**config.mk**
```make
export PLATFORM = sky130hd
export DESIGN_NAME = svc_rv_soc_run_ctrl_flat
export DESIGN_NICKNAME = d
export VERILOG_FILES = /design/src/rtl/svc_rv_soc_run_ctrl_pkg.sv /design/src/rtl/svc_rv_soc_run_ctrl_if.sv /design/src/rtl/svc_rv_soc_run_ctrl_rpt_ser.sv /design/src/rtl/svc_rv_soc_run_ctrl.sv /design/src/flat_wrapper.sv
export SDC_FILE = /design/constraint.sdc
export NUM_CORES = 1
export LEC_CHECK = 0
export ABC_CLOCK_PERIOD_IN_PS = 3900
export CORE_UTILIZATION = 47
export DETAILED_ROUTE_END_ITERATION = 12
export HOLD_SLACK_MARGIN = 0.02
export PLACE_DENSITY = 0.72
export SYNTH_ARGS = -nofsm -noshare
export SYNTH_HDL_FRONTEND = slang
export SYNTH_HIERARCHICAL = 1
export SYNTH_SLANG_ARGS = --single-unit
export TNS_END_PERCENT = 100
```
**constraint.sdc**
```tcl
create_clock -name clk -period 3.9 [get_ports clk]
set_input_delay 0.78 -clock clk [delete_from_list [all_inputs] [get_ports clk]]
set_output_delay 0.78 -clock clk [all_outputs]
set_load 0.01 [all_outputs]
```
**src/rtl/svc_rv_soc_run_ctrl_pkg.sv**
```systemverilog
`default_nettype none
// ============================================================================
// Module      : svc_rv_soc_run_pkg
// Description : Shared types for the svc_rv_soc run sequencer.
//               Contains the sequencer state enum, the run status codes and
//               the stop-cause priority helper.
// Ports       : none (package)
// Revision    : 1.0  initial release
// ============================================================================
package svc_rv_soc_run_pkg;

  typedef enum logic [2:0] {
    ST_IDLE   = 3'd0,
    ST_HOLD   = 3'd1,
    ST_RUN    = 3'd2,
    ST_REPORT = 3'd3,
    ST_DONE   = 3'd4
  } run_state_t;

  localparam logic [1:0] RUN_ST_NONE    = 2'd0;
  localparam logic [1:0] RUN_ST_EBREAK  = 2'd1;
  localparam logic [1:0] RUN_ST_TRAP    = 2'd2;
  localparam logic [1:0] RUN_ST_TIMEOUT = 2'd3;

  // Stop cause with priority trap > ebreak > timeout. Only meaningful when
  // at least one stop condition is active.
  function automatic logic [1:0] f_stop_status(input logic i_trap,
                                               input logic i_ebreak);
    if (i_trap)
      return RUN_ST_TRAP;
    else if (i_ebreak)
      return RUN_ST_EBREAK;
    else
      return RUN_ST_TIMEOUT;
  endfunction

endpackage
`default_nettype wire

```
**src/rtl/svc_rv_soc_run_ctrl_if.sv**
```systemverilog
`default_nettype none
// ============================================================================
// Module      : svc_rv_soc_run_ctrl_if
// Description : Bundle of control, SoC-side and report-stream signals of the
//               run sequencer.
//   master (sequencer): in  start, soc_ebreak, soc_trap, rpt_ready
//                       out soc_rst_n, busy, done, status[1:0],
//                           cycles[CYC_W-1:0], rpt_valid, rpt_data[7:0]
//   slave  (user side): directions reversed
// Revision    : 1.0  initial release
// ============================================================================
interface svc_rv_soc_run_ctrl_if #(
  parameter int CYC_W = 32
);
  logic             start;
  logic             soc_ebreak;
  logic             soc_trap;
  logic             soc_rst_n;
  logic             busy;
  logic             done;
  logic [1:0]       status;
  logic [CYC_W-1:0] cycles;
  logic             rpt_valid;
  logic [7:0]       rpt_data;
  logic             rpt_ready;

  modport master (
    input  start, soc_ebreak, soc_trap, rpt_ready,
    output soc_rst_n, busy, done, status, cycles, rpt_valid, rpt_data
  );

  modport slave (
    output start, soc_ebreak, soc_trap, rpt_ready,
    input  soc_rst_n, busy, done, status, cycles, rpt_valid, rpt_data
  );
endinterface
`default_nettype wire

```
**src/rtl/svc_rv_soc_run_ctrl_rpt_ser.sv**
```systemverilog
`default_nettype none
// ============================================================================
// Module      : svc_rv_soc_run_rpt_ser
// Description : Word-to-byte valid/ready serializer for the run report.
//               On i_load it emits {6'b0,status} followed by the cycle count
//               least-significant byte first.
//   clk, rst_n         : clock, synchronous active-low reset
//   i_load             : capture status/cycles and start a new report
//   i_status, i_cycles : report contents
//   i_ready            : downstream accepts current byte
//   o_valid, o_data    : registered byte stream
//   o_last_acc         : last byte is being accepted this cycle
// Revision    : 1.0  initial release
// ============================================================================
module svc_rv_soc_run_rpt_ser #(
  parameter int CYC_W = 32
) (
  input  logic             clk,
  input  logic             rst_n,
  input  logic             i_load,
  input  logic [1:0]       i_status,
  input  logic [CYC_W-1:0] i_cycles,
  input  logic             i_ready,
  output logic             o_valid,
  output logic [7:0]       o_data,
  output logic             o_last_acc
);

  localparam int NBYTES = CYC_W / 8 + 1;
  localparam int IDX_W  = $clog2(NBYTES);
  localparam logic [IDX_W-1:0] IDX_LAST = IDX_W'(NBYTES - 1);

  logic             r_valid;
  logic [7:0]       r_data;
  logic [CYC_W-1:0] r_word;
  logic [IDX_W-1:0] r_idx;
  logic             w_acc;

  assign w_acc      = r_valid && i_ready;
  assign o_last_acc = w_acc && (r_idx == IDX_LAST);
  assign o_valid    = r_valid;
  assign o_data     = r_data;

  // r_word is a shift register: its low byte is always the next byte to send
  // after the one currently presented on r_data.
  always_ff @(posedge clk) begin
    if (!rst_n) begin
      r_valid <= 1'b0;
      r_data  <= 8'h00;
      r_word  <= '0;
      r_idx   <= '0;
    end else if (i_load) begin
      r_valid <= 1'b1;
      r_data  <= {6'b0, i_status};
      r_word  <= i_cycles;
      r_idx   <= '0;
    end else if (w_acc) begin
      if (r_idx == IDX_LAST) begin
        r_valid <= 1'b0;
        r_data  <= 8'h00;
      end else begin
        r_idx  <= r_idx + 1'b1;
        r_data <= r_word[7:0];
        r_word <= r_word >> 8;
      end
    end
  end

endmodule
`default_nettype wire

```
**src/rtl/svc_rv_soc_run_ctrl.sv**
```systemverilog
`default_nettype none
// ============================================================================
// Module      : svc_rv_soc_run_ctrl
// Description : Run sequencer for an svc_rv_soc_sram instance. Holds the SoC
//               in reset, releases it on start, counts RUN cycles until
//               trap / ebreak / timeout, returns the SoC to reset and emits a
//               status + cycle-count byte report.
//   clk   : system clock
//   rst_n : synchronous active-low reset
//   bus   : svc_rv_soc_run_ctrl_if.master (start, soc_ebreak, soc_trap,
//           soc_rst_n, busy, done, status, cycles, rpt_valid/data/ready)
// Revision    : 1.0  initial release
// ============================================================================
module svc_rv_soc_run_ctrl
  import svc_rv_soc_run_pkg::*;
#(
  parameter int          CYC_W      = 32,
  parameter int          RST_CYCLES = 4,
  parameter int unsigned TIMEOUT    = 1048576,
  parameter int          REPORT     = 1
) (
  input  logic                  clk,
  input  logic                  rst_n,
  svc_rv_soc_run_ctrl_if.master bus
);

  localparam int HOLD_W = $clog2(RST_CYCLES + 1);
  localparam logic [HOLD_W-1:0] HOLD_LAST = HOLD_W'(RST_CYCLES - 1);
  localparam logic [CYC_W-1:0]  CNT_MAX   = '1;

  run_state_t        r_state;
  logic [HOLD_W-1:0] r_hold_cnt;
  logic [CYC_W-1:0]  r_run_cnt;
  logic              r_soc_rst_n;
  logic              r_busy;
  logic              r_done;
  logic [1:0]        r_status;
  logic [CYC_W-1:0]  r_cycles;

  logic              w_timeout;
  logic              w_stop;
  logic [1:0]        w_stop_status;
  logic              w_rpt_last;

  // Compare in 64 bits so a TIMEOUT wider than the counter simply never hits.
  assign w_timeout     = (TIMEOUT != 0) && (64'(r_run_cnt) == 64'(TIMEOUT));
  assign w_stop        = (r_state == ST_RUN) &&
                         (bus.soc_trap || bus.soc_ebreak || w_timeout);
  assign w_stop_status = f_stop_status(bus.soc_trap, bus.soc_ebreak);

  always_ff @(posedge clk) begin
    if (!rst_n) begin
      r_state     <= ST_IDLE;
      r_hold_cnt  <= '0;
      r_run_cnt   <= '0;
      r_soc_rst_n <= 1'b0;
      r_busy      <= 1'b0;
      r_done      <= 1'b0;
      r_status    <= RUN_ST_NONE;
      r_cycles    <= '0;
    end else begin
      case (r_state)
        ST_IDLE, ST_DONE: begin
          if (bus.start) begin
            r_state    <= ST_HOLD;
            r_hold_cnt <= '0;
            r_busy     <= 1'b1;
            r_done     <= 1'b0;
          end
        end

        ST_HOLD: begin
          if (r_hold_cnt == HOLD_LAST) begin
            r_state     <= ST_RUN;
            r_soc_rst_n <= 1'b1;
            r_run_cnt   <= '0;
          end else begin
            r_hold_cnt <= r_hold_cnt + 1'b1;
          end
        end

        ST_RUN: begin
          if (w_stop) begin
            // Latch the count as it stands; the stopping cycle is not counted.
            r_status    <= w_stop_status;
            r_cycles    <= r_run_cnt;
            r_soc_rst_n <= 1'b0;
            if (REPORT != 0) begin
              r_state <= ST_REPORT;
            end else begin
              r_state <= ST_DONE;
              r_busy  <= 1'b0;
              r_done  <= 1'b1;
            end
          end else if (r_run_cnt != CNT_MAX) begin
            r_run_cnt <= r_run_cnt + 1'b1;
          end
        end

        ST_REPORT: begin
          if (w_rpt_last) begin
            r_state <= ST_DONE;
            r_busy  <= 1'b0;
            r_done  <= 1'b1;
          end
        end

        default: begin
          r_state <= ST_IDLE;
        end
      endcase
    end
  end

  generate
    if (REPORT != 0) begin : g_rpt
      logic w_load;
      // Load on the stop edge using the values being latched on that edge.
      assign w_load = w_stop;

      svc_rv_soc_run_rpt_ser #(
        .CYC_W (CYC_W)
      ) u_rpt_ser (
        .clk        (clk),
        .rst_n      (rst_n),
        .i_load     (w_load),
        .i_status   (w_stop_status),
        .i_cycles   (r_run_cnt),
        .i_ready    (bus.rpt_ready),
        .o_valid    (bus.rpt_valid),
        .o_data     (bus.rpt_data),
        .o_last_acc (w_rpt_last)
      );
    end else begin : g_no_rpt
      logic w_unused_rpt_ready;
      assign w_unused_rpt_ready = bus.rpt_ready;
      assign bus.rpt_valid      = 1'b0;
      assign bus.rpt_data       = 8'h00;
      assign w_rpt_last         = 1'b0;
    end
  endgenerate

  assign bus.soc_rst_n = r_soc_rst_n;
  assign bus.busy      = r_busy;
  assign bus.done      = r_done;
  assign bus.status    = r_status;
  assign bus.cycles    = r_cycles;

endmodule
`default_nettype wire

```
**src/flat_wrapper.sv**
```systemverilog
// flat-port wrapper written by rule: the top's interface ports become plain ports
module svc_rv_soc_run_ctrl_flat import svc_rv_soc_run_pkg::*;
#(
  parameter int          CYC_W      = 32,
  parameter int          RST_CYCLES = 4,
  parameter int unsigned TIMEOUT    = 1048576,
  parameter int          REPORT     = 1
)
  (clk, rst_n, bus_start, bus_soc_ebreak, bus_soc_trap, bus_rpt_ready, bus_soc_rst_n, bus_busy, bus_done, bus_status, bus_cycles, bus_rpt_valid, bus_rpt_data);
  svc_rv_soc_run_ctrl_if #(.CYC_W(CYC_W)) bus_i ();
  input  logic clk;
  input  logic rst_n;
  input wire logic [$bits(bus_i.start)-1:0] bus_start;
  input wire logic [$bits(bus_i.soc_ebreak)-1:0] bus_soc_ebreak;
  input wire logic [$bits(bus_i.soc_trap)-1:0] bus_soc_trap;
  input wire logic [$bits(bus_i.rpt_ready)-1:0] bus_rpt_ready;
  output wire logic [$bits(bus_i.soc_rst_n)-1:0] bus_soc_rst_n;
  output wire logic [$bits(bus_i.busy)-1:0] bus_busy;
  output wire logic [$bits(bus_i.done)-1:0] bus_done;
  output wire logic [$bits(bus_i.status)-1:0] bus_status;
  output wire logic [$bits(bus_i.cycles)-1:0] bus_cycles;
  output wire logic [$bits(bus_i.rpt_valid)-1:0] bus_rpt_valid;
  output wire logic [$bits(bus_i.rpt_data)-1:0] bus_rpt_data;
  assign bus_i.start = bus_start;
  assign bus_i.soc_ebreak = bus_soc_ebreak;
  assign bus_i.soc_trap = bus_soc_trap;
  assign bus_i.rpt_ready = bus_rpt_ready;
  assign bus_soc_rst_n = bus_i.soc_rst_n;
  assign bus_busy = bus_i.busy;
  assign bus_done = bus_i.done;
  assign bus_status = bus_i.status;
  assign bus_cycles = bus_i.cycles;
  assign bus_rpt_valid = bus_i.rpt_valid;
  assign bus_rpt_data = bus_i.rpt_data;
  svc_rv_soc_run_ctrl #(.CYC_W(CYC_W), .RST_CYCLES(RST_CYCLES), .TIMEOUT(TIMEOUT), .REPORT(REPORT)) u_core (.clk(clk), .rst_n(rst_n), .bus(bus_i));
endmodule
```
Yosys cells after proc, flatten, opt, wreduce, memory -nomap -nowiden
Index checks and enable logic that the tools add are counted.
{"block": "totals", "ff_bits": 119, "inputBits": 6}
{"block": "op_classes", "n_eq_ne": 16, "muxes": 32, "n_addsub": 3, "n_reduce_logical": 22, "bitwise_logic": 2}
{"operator": "$mux 32", "count": 6}
{"operator": "$pmux 32 s2", "count": 1}
{"operator": "$add 32x1->32 const B", "count": 1}
{"operator": "$eq 32x21->1 const B", "count": 1}
{"operator": "$ne 32x32->1 const B", "count": 1}
{"operator": "$mux 3", "count": 6}
{"operator": "$ne 2x2->1 const B", "count": 7}
{"operator": "$pmux 3 s4", "count": 1}
{"operator": "$reduce_bool 2->1", "count": 5}
{"operator": "$eq 3x2->1 const B", "count": 3}
{"operator": "$mux 1", "count": 9}
{"operator": "$reduce_and 3->1", "count": 3}
{"operator": "$mux 2", "count": 4}
{"operator": "$mux 8", "count": 1}
{"operator": "$reduce_and 2->1", "count": 4}
{"operator": "$reduce_and 4->1", "count": 2}
{"operator": "$add 3x1->3 const B", "count": 2}
{"operator": "$eq 3x3->1 const B", "count": 2}
{"operator": "$pmux 1 s2", "count": 3}
{"operator": "$pmux 3 s2", "count": 1}
{"operator": "$reduce_or 2->1", "count": 2}
{"operator": "$eq 3x1->1 const B", "count": 1}
{"operator": "$logic_and 1x1->1", "count": 3}
{"operator": "$logic_not 3->1", "count": 1}
{"operator": "3 further kinds", "count": 5}

Logic depth before layout (Yosys ltp)
Gate-level depths: netlist of run 1.
{"block": "depth", "word_depth": 5, "depth_mapped": 13, "depth_no_buf": 10}

By module
The synthesis of run 1 kept the hierarchy.
{"module": "svc_rv_soc_run_ctrl", "instances": 1, "cells_each": 441, "area_per_inst_um2": 3555.9, "seq_area_each_um2": 1501.4}
{"module": "svc_rv_soc_run_rpt_ser", "instances": 1, "cells_each": 231, "area_per_inst_um2": 2233.4, "seq_area_each_um2": 880.8}

Worst setup path after synthesis of run 1
Ideal clock, no wire load.
{"block": "synth_path", "path_kind": "reg2reg", "from": "register u_core.r_run_cnt[0]", "to": "register u_core.g_rpt.u_rpt_ser.r_word[13]", "required_ns": 3.821, "path_buffers": 3, "arrival_ns": 2.197, "stages_incl_launch_ff": 14, "path_slack_ns": 1.624, "path_cell_list": "dfxtp_1 -> inv_1 -> ha_1 -> nor4bb_1 -> nand4_1 -> o21a_1 -> nand2b_1 -> buf_2 -> inv_2 -> buf_4 -> buf_6 -> nor2_1 -> and3_1 -> a211oi_2"}
{"block": "synth_via", "elab_chain_cells": 5}
{"item": "start: declaration", "line": "svc_rv_soc_run_ctrl.sv:33", "text": "logic [CYC_W-1:0] r_run_cnt;"}
{"item": "start signal: assignment", "line": "svc_rv_soc_run_ctrl.sv:96", "text": "r_run_cnt <= r_run_cnt + 1'b1;"}
{"item": "$eq 32x21->1 (*)", "line": "svc_rv_soc_run_ctrl.sv:46", "text": "assign w_timeout = (TIMEOUT != 0) && (64'(r_run_cnt) == 64'(TIMEOUT));"}
{"item": "$logic_or 1x1->1 (*)", "line": "svc_rv_soc_run_ctrl.sv:48", "text": "(bus.soc_trap || bus.soc_ebreak || w_timeout);"}
{"item": "$logic_and 1x1->1 (*)", "line": "svc_rv_soc_run_ctrl.sv:47", "text": "assign w_stop = (r_state == ST_RUN) &&"}
{"item": "via u_core.g_rpt.w_load", "line": "svc_rv_soc_run_ctrl.sv:117", "text": "logic w_load;"}
{"item": "$ne 2x2->1 (no source line) or $reduce_bool 2->1 (tied branches)"}
{"item": "$reduce_and 2->1 (no source line)"}
{"item": "end signal: assignment", "line": "svc_rv_soc_run_ctrl_rpt_ser.sv:55", "text": "r_word <= i_cycles;"}
{"item": "end signal: assignment", "line": "svc_rv_soc_run_ctrl_rpt_ser.sv:64", "text": "r_word <= r_word >> 8;"}
{"item": "end: declaration", "line": "svc_rv_soc_run_ctrl_rpt_ser.sv:35", "text": "logic [CYC_W-1:0] r_word;"}
The timed path passes the listed nets; every way through them passes the cells marked *.
A chain may end at the register's enable or synchronous reset.

Worst setup path after layout of run 1
{"block": "layout_path", "from": "register u_core.r_run_cnt[8]", "to": "register u_core.g_rpt.u_rpt_ser.r_word[14]"}
{"block": "layout_via", "elab_chain_cells": 5}
{"item": "$eq 32x21->1 (*)", "line": "svc_rv_soc_run_ctrl.sv:46"}
{"item": "$logic_or 1x1->1 (*)", "line": "svc_rv_soc_run_ctrl.sv:48"}
{"item": "$logic_and 1x1->1 (*)", "line": "svc_rv_soc_run_ctrl.sv:47"}
{"item": "$ne 2x2->1 (no source line) or $reduce_bool 2->1 (tied branches)"}
{"item": "$reduce_and 2->1 (no source line)"}
Mark *: on every way between the ends. The rest lies on a longest branch, timed or not.

==> results of run 1 <==
final timing paths:
check	endpoint	slack (ps)	depth (start not counted)
worst max-delay path	u_core/g_rpt.u_rpt_ser/r_word[14]$_SDFFE_PN0P_	980	9
worst min-delay path	u_core/bus.cycles[9]$_SDFFE_PN0P_	450	2
worst max register to register	u_core/g_rpt.u_rpt_ser/r_word[14]$_SDFFE_PN0P_	980	9
worst min register to register	u_core/bus.cycles[9]$_SDFFE_PN0P_	450	2
per-stage QoR:
step | utilization | std cells | cell area [µm²]
3_3_place_gp | 0.516 | 826 | 6200
3_5_place_dp | 0.516 | 826 | 6200
2_1_floorplan | - | 672 | 5790
5_1_grt | 0.568 | 858 | 6820
6_report | 0.568 | 858 | 6820
4_1_cts | 0.568 | 858 | 6820
final cells by class:
cell class              count  area (µm²)  area share
flip-flops and latches    119        2380       0.349
clock inverters             7         115      0.0169
well taps                 147         184      0.0270
multi-input cells         488        3010       0.442
clock buffers              25         505      0.0741
repair buffers             60         578      0.0847
inverters                  12        45.0     0.00660
kinds of logic after synthesis:
group | Yosys count | synth area share
flops | 119 | 0.411
fa+ha+maj | 6 | 0.0130
compound gates | 212 | 0.258
simple gates | 268 | 0.246
mux | 2 | 0.00346
buf+inv | 65 | 0.0681
power groups by stage:
stage                     Combinational (mW)  Sequential (mW)  Clock (mW)
final                                 0.0586             1.22        1.63
after global routing                  0.0648             1.22        1.71
after CTS                             0.0584             1.22        1.65
after detailed placement              0.0583             1.25           0
after global placement                0.0566             1.25           0
after floorplan                       0.0416             1.25           0
critical path, stage by stage, from the launching register on:
cell and delay (ps):
dfxtp_1 470, nor4_1 320, nand4_1 270, o21a_1 280
nand2b_1 170, inv_2 320, buf_4 450, nor2_1 140
and3_1 220, a211oi_2 190
placed cells by master (no fill, tap or decap), types with 9 or more instances in the layout:
| cell | netlist | routed |
|---|---|---|
| o211a_1 | 10 | 10 |
| a31oi_1 | 12 | 12 |
| nor2_1 | 42 | 42 |
| nor4_1 | 9 | 9 |
| nand2_1 | 106 | 106 |
| buf_4 | 5 | 9 |
| and3_1 | 9 | 9 |
| dfxtp_1 | 119 | 119 |
| nand3_1 | 34 | 34 |
| clkdlybuf4s50_1 | 0 | 51 |
| nand4_1 | 11 | 11 |
| a211oi_2 | 21 | 21 |
| inv_1 | 9 | 9 |
| nor4_2 | 10 | 10 |
| a21oi_1 | 71 | 71 |
| o21ai_0 | 45 | 45 |
| clkbuf_16 | 0 | 17 |
per-layer routing:
layer  track usage  share of wire  vias to the layer above
met5             0              0                        -
met2         0.411           0.49                      165
met1         0.306           0.43                     2523
met4         0.112          0.020                        0
met3        0.0546          0.056                       22
li1              -              -                     2504
flip-flops by register name (all words and copies together), names as in the netlist, 2 cells and up:
signal / count
u_core/bus.cycles: 32
u_core/r_state: 3
u_core/g_rpt.u_rpt_ser/r_word: 32
u_core/bus.status: 2
u_core/g_rpt.u_rpt_ser/r_idx: 3
u_core/r_hold_cnt: 3
u_core/g_rpt.u_rpt_ser/o_data: 8
u_core/r_run_cnt: 32
==> out/results.ini, run 1 <==
[status]
outcome = finished, violations left
violations = design-rule violations

[pwr]
pwr-share-comb = 0.020
peakVddDrop_uv = 245
switching_share = 0.200
leakagePower_nw = 2.29
p_total_mw = 2.91
sequentialPowerShare = 0.421
p_int_mw = 2.33
power_density_nw_per_um2 = 426
switchingPower_mw = 0.581
pwr-share-clk = 0.559

[route]
wl_per_cell_um = 17.4
drcViolationCount = 1
vias_per_cell = 6.08
drtAntennaViolNets = 0
wl_um = 15000
drt_iter0_drc = 402
vias = 5214
drt_pass1_iterations = 9

[cts]
cts_setup_buffers = 0
cts_root_buffer = clkbuf_16
clk_latency_ps = 420
htreeDepth = 4
cts_buffer_depth = 2
numCtsBuffers = 17
clkTransAtPathRegs_ps = 60
cts_tree = built
cts_hold_buffers = 0
cts_resized = 0
numClockSinks = 119

[synth]
synth_common_cells = 119 x dfxtp_1, 106 x nand2_1, 71 x a21oi_1, 45 x o21ai_0, 42 x nor2_1
syn-cell-area_um2 = 5790
synth_area_leaders = dfxtp_1 41%, nand2_1 6.9%, a21oi_1 6.1%, a211oi_2 4.5%, o21ai_0 3.9%
synth-async-reset-ratio = 0
synthesis.nets = 684
synth-edff-count = 0
syn_inst = 672
yosysTopAreaCellShare = 0.411
ys_warn_count = 6
yosysSeqAreaShare = 0.411
synthFlopType = dfxtp_1
synth_top_area_cell = dfxtp_1
ys_types = 65
yosysMostFrequentCell = dfxtp_1
syn_avg_cell_area_um2 = 8.62
synth-seq-cells = 119

[global_route]
antenna_found_initial = 0
grt_max_degree = 61
first_global_vias = 5021
overflow = 0
grt_pass1_wl_um = 24800
grt_use_total = 0.247

[die]
floorplan.initialDensity = 0.482
die_area_um2 = 12800
die_h_um = 113
die_w_um = 113
core_area_um2 = 12000
rows = 40
io_pins = 52

[flow_run]
drv_cap = 0

[critical_path]
worstSetupPathType = register to register
crit_path_max_fanout = 31
reg2reg_from = u_core/r_run_cnt[8]$_SDFFE_PN0P_
critPathRequiredTime_ps = 4240
worst_setup_path_start_kind = register
cp.arrival_ps = 3260
worstSetupEndpointType = register
crit_start = u_core/r_run_cnt[8]$_SDFFE_PN0P_

[timing]
finalHoldViolCount = 0
tightest_slew_ps = 892
finClkSkew_ps = 13.4
timing.hold.ws_ps = 452
finalWorstSetupSlack_ps = 980
fin_crit_sh = 0.749
fin_crit_ps = 2920
setup-tns-final_ps = 0
fmax_ghz = 0.342
relSlewSlack = 0.404
slew_violations = 0
setup_violations = 0
rsz0062_at_grt = no

[finish]
fill_cells = 1080
layout.nets = 710
antenna_cells = 0
syn_to_final_growth_pct = 17.9
drive_above_1_share = 0.145

[min_path]
hold_class = register to register
min_from = u_core/bus.cycles[9]$_SDFFE_PN0P_

[placed_design]
place.gp.congestion = 0.839
hpwl_um = 9690
port_buffers = 51
pre_cts_slack_ps = 869

Power figures use the tool's default switching activity.
==> run 2: changes to the inputs <==
- ABC_CLOCK_PERIOD_IN_PS: 3900 -> 2600
- PLACE_DENSITY: 0.72 -> 0.75
- clock period: 3.9 -> 2.6 ns (I/O delays scaled with it)
==> out/results.ini, run 2 (synthesis gave the netlist of run 1 again) <==
[route]
drt_iter0_drc = 424  ; +5.5%
drt_pass1_iterations = 5  ; -4
drcViolationCount = 0  ; -1
wl_per_cell_um = 17.9  ; +2.6%
vias_per_cell = 6.09  ; +0.22%
drtAntennaViolNets = 0  ; unchanged
wl_um = 15900  ; +6.3%
vias = 5414  ; +3.8%

[timing]
rsz0062_at_grt = no
relSlewSlack = 0.648  ; +0.244
fin_crit_sh = 0.940  ; +0.191
finalHoldViolCount = 0  ; unchanged
finClkSkew_ps = 11.1  ; -2.32 ps
setup-tns-final_ps = 0  ; unchanged
setup_violations = 0  ; unchanged
finalWorstSetupSlack_ps = 155  ; -825 ps
slew_violations = 0  ; unchanged
fin_crit_ps = 2440  ; -475 ps
tightest_slew_ps = 528  ; -364 ps
fmax_ghz = 0.409  ; +19%

[global_route]
first_global_vias = 5159  ; +2.7%
grt_use_total = 0.261  ; +0.0140
grt_pass1_wl_um = 26100  ; +5.3%
overflow = 0  ; unchanged
grt_max_degree = 55  ; -9.8%
antenna_found_initial = 0  ; unchanged

[cts]
cts_buffer_depth = 2  ; unchanged
cts_tree = built
htreeDepth = 4  ; unchanged
clkTransAtPathRegs_ps = 50  ; about the same
cts_hold_buffers = 0  ; unchanged
clk_latency_ps = 420  ; about the same
cts_root_buffer = clkbuf_16
numClockSinks = 119  ; unchanged
numCtsBuffers = 17  ; unchanged

[finish]
layout_common_cells = 119 x dfxtp_1, 106 x nand2_1, 71 x a21oi_1
layout.nets = 742  ; +4.5%
layout_commonest_cell = dfxtp_1
syn_to_final_growth_pct = 22.6
fill_cells = 1056  ; -2.2%
drive_above_1_share = 0.185  ; +0.0398
antenna_cells = 0  ; unchanged
seq_area_um2 = 2380  ; unchanged
final_area_um2 = 7100  ; +4.0%
multi_input_comb_area_um2 = 3020  ; +0.21%

[die]
io_pins = 52  ; unchanged
core_area_um2 = 12000  ; unchanged
rows = 40  ; unchanged
die_h_um = 113  ; unchanged
die_w_um = 113  ; unchanged
die_area_um2 = 12800  ; unchanged
floorplan.initialDensity = 0.482  ; unchanged

[placed_design]
pre_cts_slack_ps = 82.5  ; -787 ps
port_buffers = 51  ; unchanged
hpwl_um = 10500  ; +8.1%
place.gp.congestion = 0.947  ; +13%
placed_area_um2 = 6450  ; +4.1%

[critical_path]
max_stage_delay_ps = 420  ; -50 ps
cp.depth = 9  ; unchanged
crit_path_max_fanout = 23  ; -26%
critical_path_buf_inv_count = 3  ; +1
worstPathCellList = nor4_2 > nand4_1 > o21a_1 > nand2b_1 > inv_2 > inv_2 > buf_4 > nand2_1 > a21oi_1
rr_worst_depth = 9  ; unchanged
crit_top_cell = inv_2
worst_setup_path_start_kind = register
cp.arrival_ps = 2730  ; -530 ps
slowest_stage = dfxtp_1
worstSetupEndpointType = register
crit_family = simple AND/OR/NAND/NOR gates
critPathRequiredTime_ps = 2890  ; -1350 ps
worstSetupPathType = register to register

[pwr]
leakagePower_nw = 2.47  ; +8.0%
peakVddDrop_uv = 417  ; +70%
power_density_nw_per_um2 = 622  ; +46%

[min_path]
hold_class = register to register
hold_depth = 2  ; unchanged

[flow_run]
drv_cap = 0  ; unchanged

[status]
outcome = completed

==> run 2: final cells by class <==
cell class | count | area share
inverters | 12 | 0.00635
multi-input cells | 488 | 0.425
clock inverters | 6 | 0.0157
clock buffers | 25 | 0.0740
repair buffers | 92 | 0.117
well taps | 147 | 0.0259
flip-flops and latches | 119 | 0.336
==> run 2: worst paths after layout <==
check,to,slack (ps),start
worst max-delay path,u_core/g_rpt.u_rpt_ser/r_idx[1]$_SDFFE_PP0P_,160,u_core/r_run_cnt[11]$_SDFFE_PN0P_
worst min-delay path,u_core/bus.cycles[24]$_SDFFE_PN0P_,450,u_core/bus.cycles[24]$_SDFFE_PN0P_
worst max register to register,u_core/g_rpt.u_rpt_ser/r_idx[1]$_SDFFE_PP0P_,160,u_core/r_run_cnt[11]$_SDFFE_PN0P_
worst min register to register,u_core/bus.cycles[24]$_SDFFE_PN0P_,450,u_core/bus.cycles[24]$_SDFFE_PN0P_
==> run 2: report_power, final <==
part           switching [mW]  internal (mW)  leakage, nW
combinational          0.0591         0.0307         1.20
sequential            0.00489           1.83        0.959
clock                   0.808           1.68        0.312
==> run 2: per-layer routing <==
layer / up-vias / wire length [µm] / track usage
met2: 214 / 7600 / 0.427
li1: 2569 / - / -
met4: 0 / 327 / 0.107
met1: 2601 / 7000 / 0.329
met5: - / 0 / 0
met3: 30 / 985 / 0.0648
==> run 2: worst reg2reg max path, delay by kind of cell, from the launching register on <==
family                 cells  cell delay, ps
flip-flops                 1             420
buffers and inverters      3             520
AND/OR/NAND/NOR            4            1040
AO/OA/AOI/OAI              2             340
==> run 2: through the flow <==
stage	cells	power (mW)	hold slack, ps	util
2_1_floorplan	672	1.93	441	-
6_report	889	4.41	452	0.591
3_3_place_gp	858	1.96	443	0.537
3_5_place_dp	858	1.96	448	0.537
5_1_grt	889	4.52	469	0.591
4_1_cts	889	4.44	456	0.590
==> run 2: what timing repair did <==
item	CTS	global route
resized for setup	0	1
setup buffers	0	0
endpoints found under the setup margin	0	4
==> edit, RTL diff (flow settings as in run 1) <==
`REPORT` is set to 1 in 2 places; all go to 0.
--- a/src/rtl/svc_rv_soc_run_ctrl.sv
+++ b/src/rtl/svc_rv_soc_run_ctrl.sv
@@ -17,7 +17,7 @@
   parameter int          CYC_W      = 32,
   parameter int          RST_CYCLES = 4,
   parameter int unsigned TIMEOUT    = 1048576,
-  parameter int          REPORT     = 1
+  parameter int          REPORT     = 0
 ) (
   input  logic                  clk,
   input  logic                  rst_n,
--- a/src/flat_wrapper.sv
+++ b/src/flat_wrapper.sv
@@ -4,7 +4,7 @@
   parameter int          CYC_W      = 32,
   parameter int          RST_CYCLES = 4,
   parameter int unsigned TIMEOUT    = 1048576,
-  parameter int          REPORT     = 1
+  parameter int          REPORT     = 0
 )
   (clk, rst_n, bus_start, bus_soc_ebreak, bus_soc_trap, bus_rpt_ready, bus_soc_rst_n, bus_busy, bus_done, bus_status, bus_cycles, bus_rpt_valid, bus_rpt_data);
   svc_rv_soc_run_ctrl_if #(.CYC_W(CYC_W)) bus_i ();
Function: changed (Yosys sat finds a counterexample within 10 cycles, from zero or initial values and one cycle with rst_n low).
==> edit against run 1 <==
  * Sequential cell count fell by 44
  * Setup slack gained 110 ps
  * Synthesized area is 36% lower
  * Combinational power decreased by 12%
  * Wire length down 36%
  * Sequential power decreased by 37%
  * Total power is 51% lower
  * Cell area down 37%
==> edit: results <==
group,metric,value,unit
outcome,status,"finished, final reports clean",
detailed_routing,routedWlPerCell,16.2,um
logic_synthesis,synth_compound_area_share,26.4,%
detailed_routing,drtIter0Drc,450,
clock_network,clock_latency,350,ps
clock_network,clkTransAtPathRegs,80,ps
setup_path,crit_arrival,3050,ps
logic_synthesis,synthMuxAreaShare,0.570,%
clock_network,cts_max_level,3,
finish,fillers,728,
logic_synthesis,synth_area_leaders,"dfxtp_1 40%, nand3_1 6.3%, a21oi_1 6.2%, a31oi_1 6.0%, o21ai_0 5.6%",
detailed_routing,vias,3673,
finish,layout-drive-gt1-share,7.36,%
placed_design,dp_hpwl,6350,um
logic_synthesis,synthXorXnorAreaFrac,0,%
global_routing,grt_max_degree,44,
clock_network,cts_root_buf,"clkbuf_8",
sta,slew_headroom,19.1,%
logic_synthesis,synth_fa_ha_area_share,1.34,%
global_routing,grt_pass1_wl,16300,um
clock_network,cts_buffers,9,
clock_network,cts_resized,0,
logic_synthesis,synthTopCellsByCount,"75 x dfxtp_1, 47 x nand3_1, 46 x a21oi_1",
setup_path,critical_path.max_fanout,16,
logic_synthesis,yosys_warnings,6,
power,leakage,1.48,nW
clock_network,post-cts-setup-buffers,0,
min_path,hp-class,"reg2reg",
global_routing,grt_use_total,24.2,%
logic_synthesis,synth_flop_cell,"dfxtp_1",
logic_synthesis,synth_seq_area_share,40.2,%
min_path,hold-path-cell-count,2,
finish,diodes,0,
power,ir_worst_vdd,0.235,mV
global_routing,grt_pass1_vias,3391,
setup_path,rrSetupSlack,1090,ps
logic_synthesis,synth_cell_types,55,
global_routing,antenna_found_initial,0,
logic_synthesis,async_reset_ff_share,0,%
setup_path,reg2reg_depth,6,
placed_design,io_buffers,41,
detailed_routing,dr.pass1.iters,5,
placed_design,place_congestion,0.948,
finish,fin_nets,494,
clock_network,clockBufferDepth,2,
sta,fin_skew,10.2,ps
## edit: final timing paths
check	from	end
min	u_core/bus.cycles[7]	u_core/bus.cycles[7]
max reg2reg	u_core/r_run_cnt[17]	u_core/r_run_cnt[22]
min reg2reg	u_core/bus.cycles[7]	u_core/bus.cycles[7]
max	u_core/r_run_cnt[17]	u_core/r_run_cnt[22]
## edit: metal layers
layer	track usage (%)	routed length [um]	vias to the layer above
met1	31.2	4320	1711
li1	-	-	1766
met5	0	0	-
met3	4.94	666	29
met4	10.6	274	0
met2	39.0	4320	167
## edit: where the power goes
group | internal [W] | total (W) | switching [W]
clock network | 0.000330 | 0.000611 | 0.000282
registers | 0.000768 | 0.000771 | 0.00000330
logic | 0.0000139 | 0.0000516 | 0.0000377
total | 0.00111 | 0.00143 | 0.000323
## edit: critical path, cell delays in order (launching register included)
cell,delay (ps)
dfxtp_1,490
nand4_1,240
nor4_1,620
nand4_1,540
buf_4,390
nor4b_1,160
a211o_1,240
## edit: layout make-up
type / count / area [sq um] / area share, %
Clock buffer: 12 / 155 / 3.59
Clock inverter: 4 / 48.8 / 1.13
Inverter: 12 / 45.0 / 1.04
Multi-Input combinational cell: 337 / 1970 / 45.7
Sequential cell: 75 / 1500 / 34.7
Tap cell: 102 / 128 / 2.95
Timing Repair Buffer: 49 / 470 / 10.9
## edit: stage by stage
step | util, % | area [sq um] | worst slack (ps) | instances | hold WS [ps]
2_1_floorplan | - | 3760 | 1840 | 473 | 454
3_3_place_gp | 53.6 | 4120 | 975 | 575 | 463
3_5_place_dp | 53.6 | 4120 | 927 | 575 | 466
4_1_cts | 56.2 | 4320 | 1150 | 591 | 477
5_1_grt | 56.2 | 4320 | 884 | 591 | 495
6_report | 56.2 | 4320 | 1090 | 591 | 475
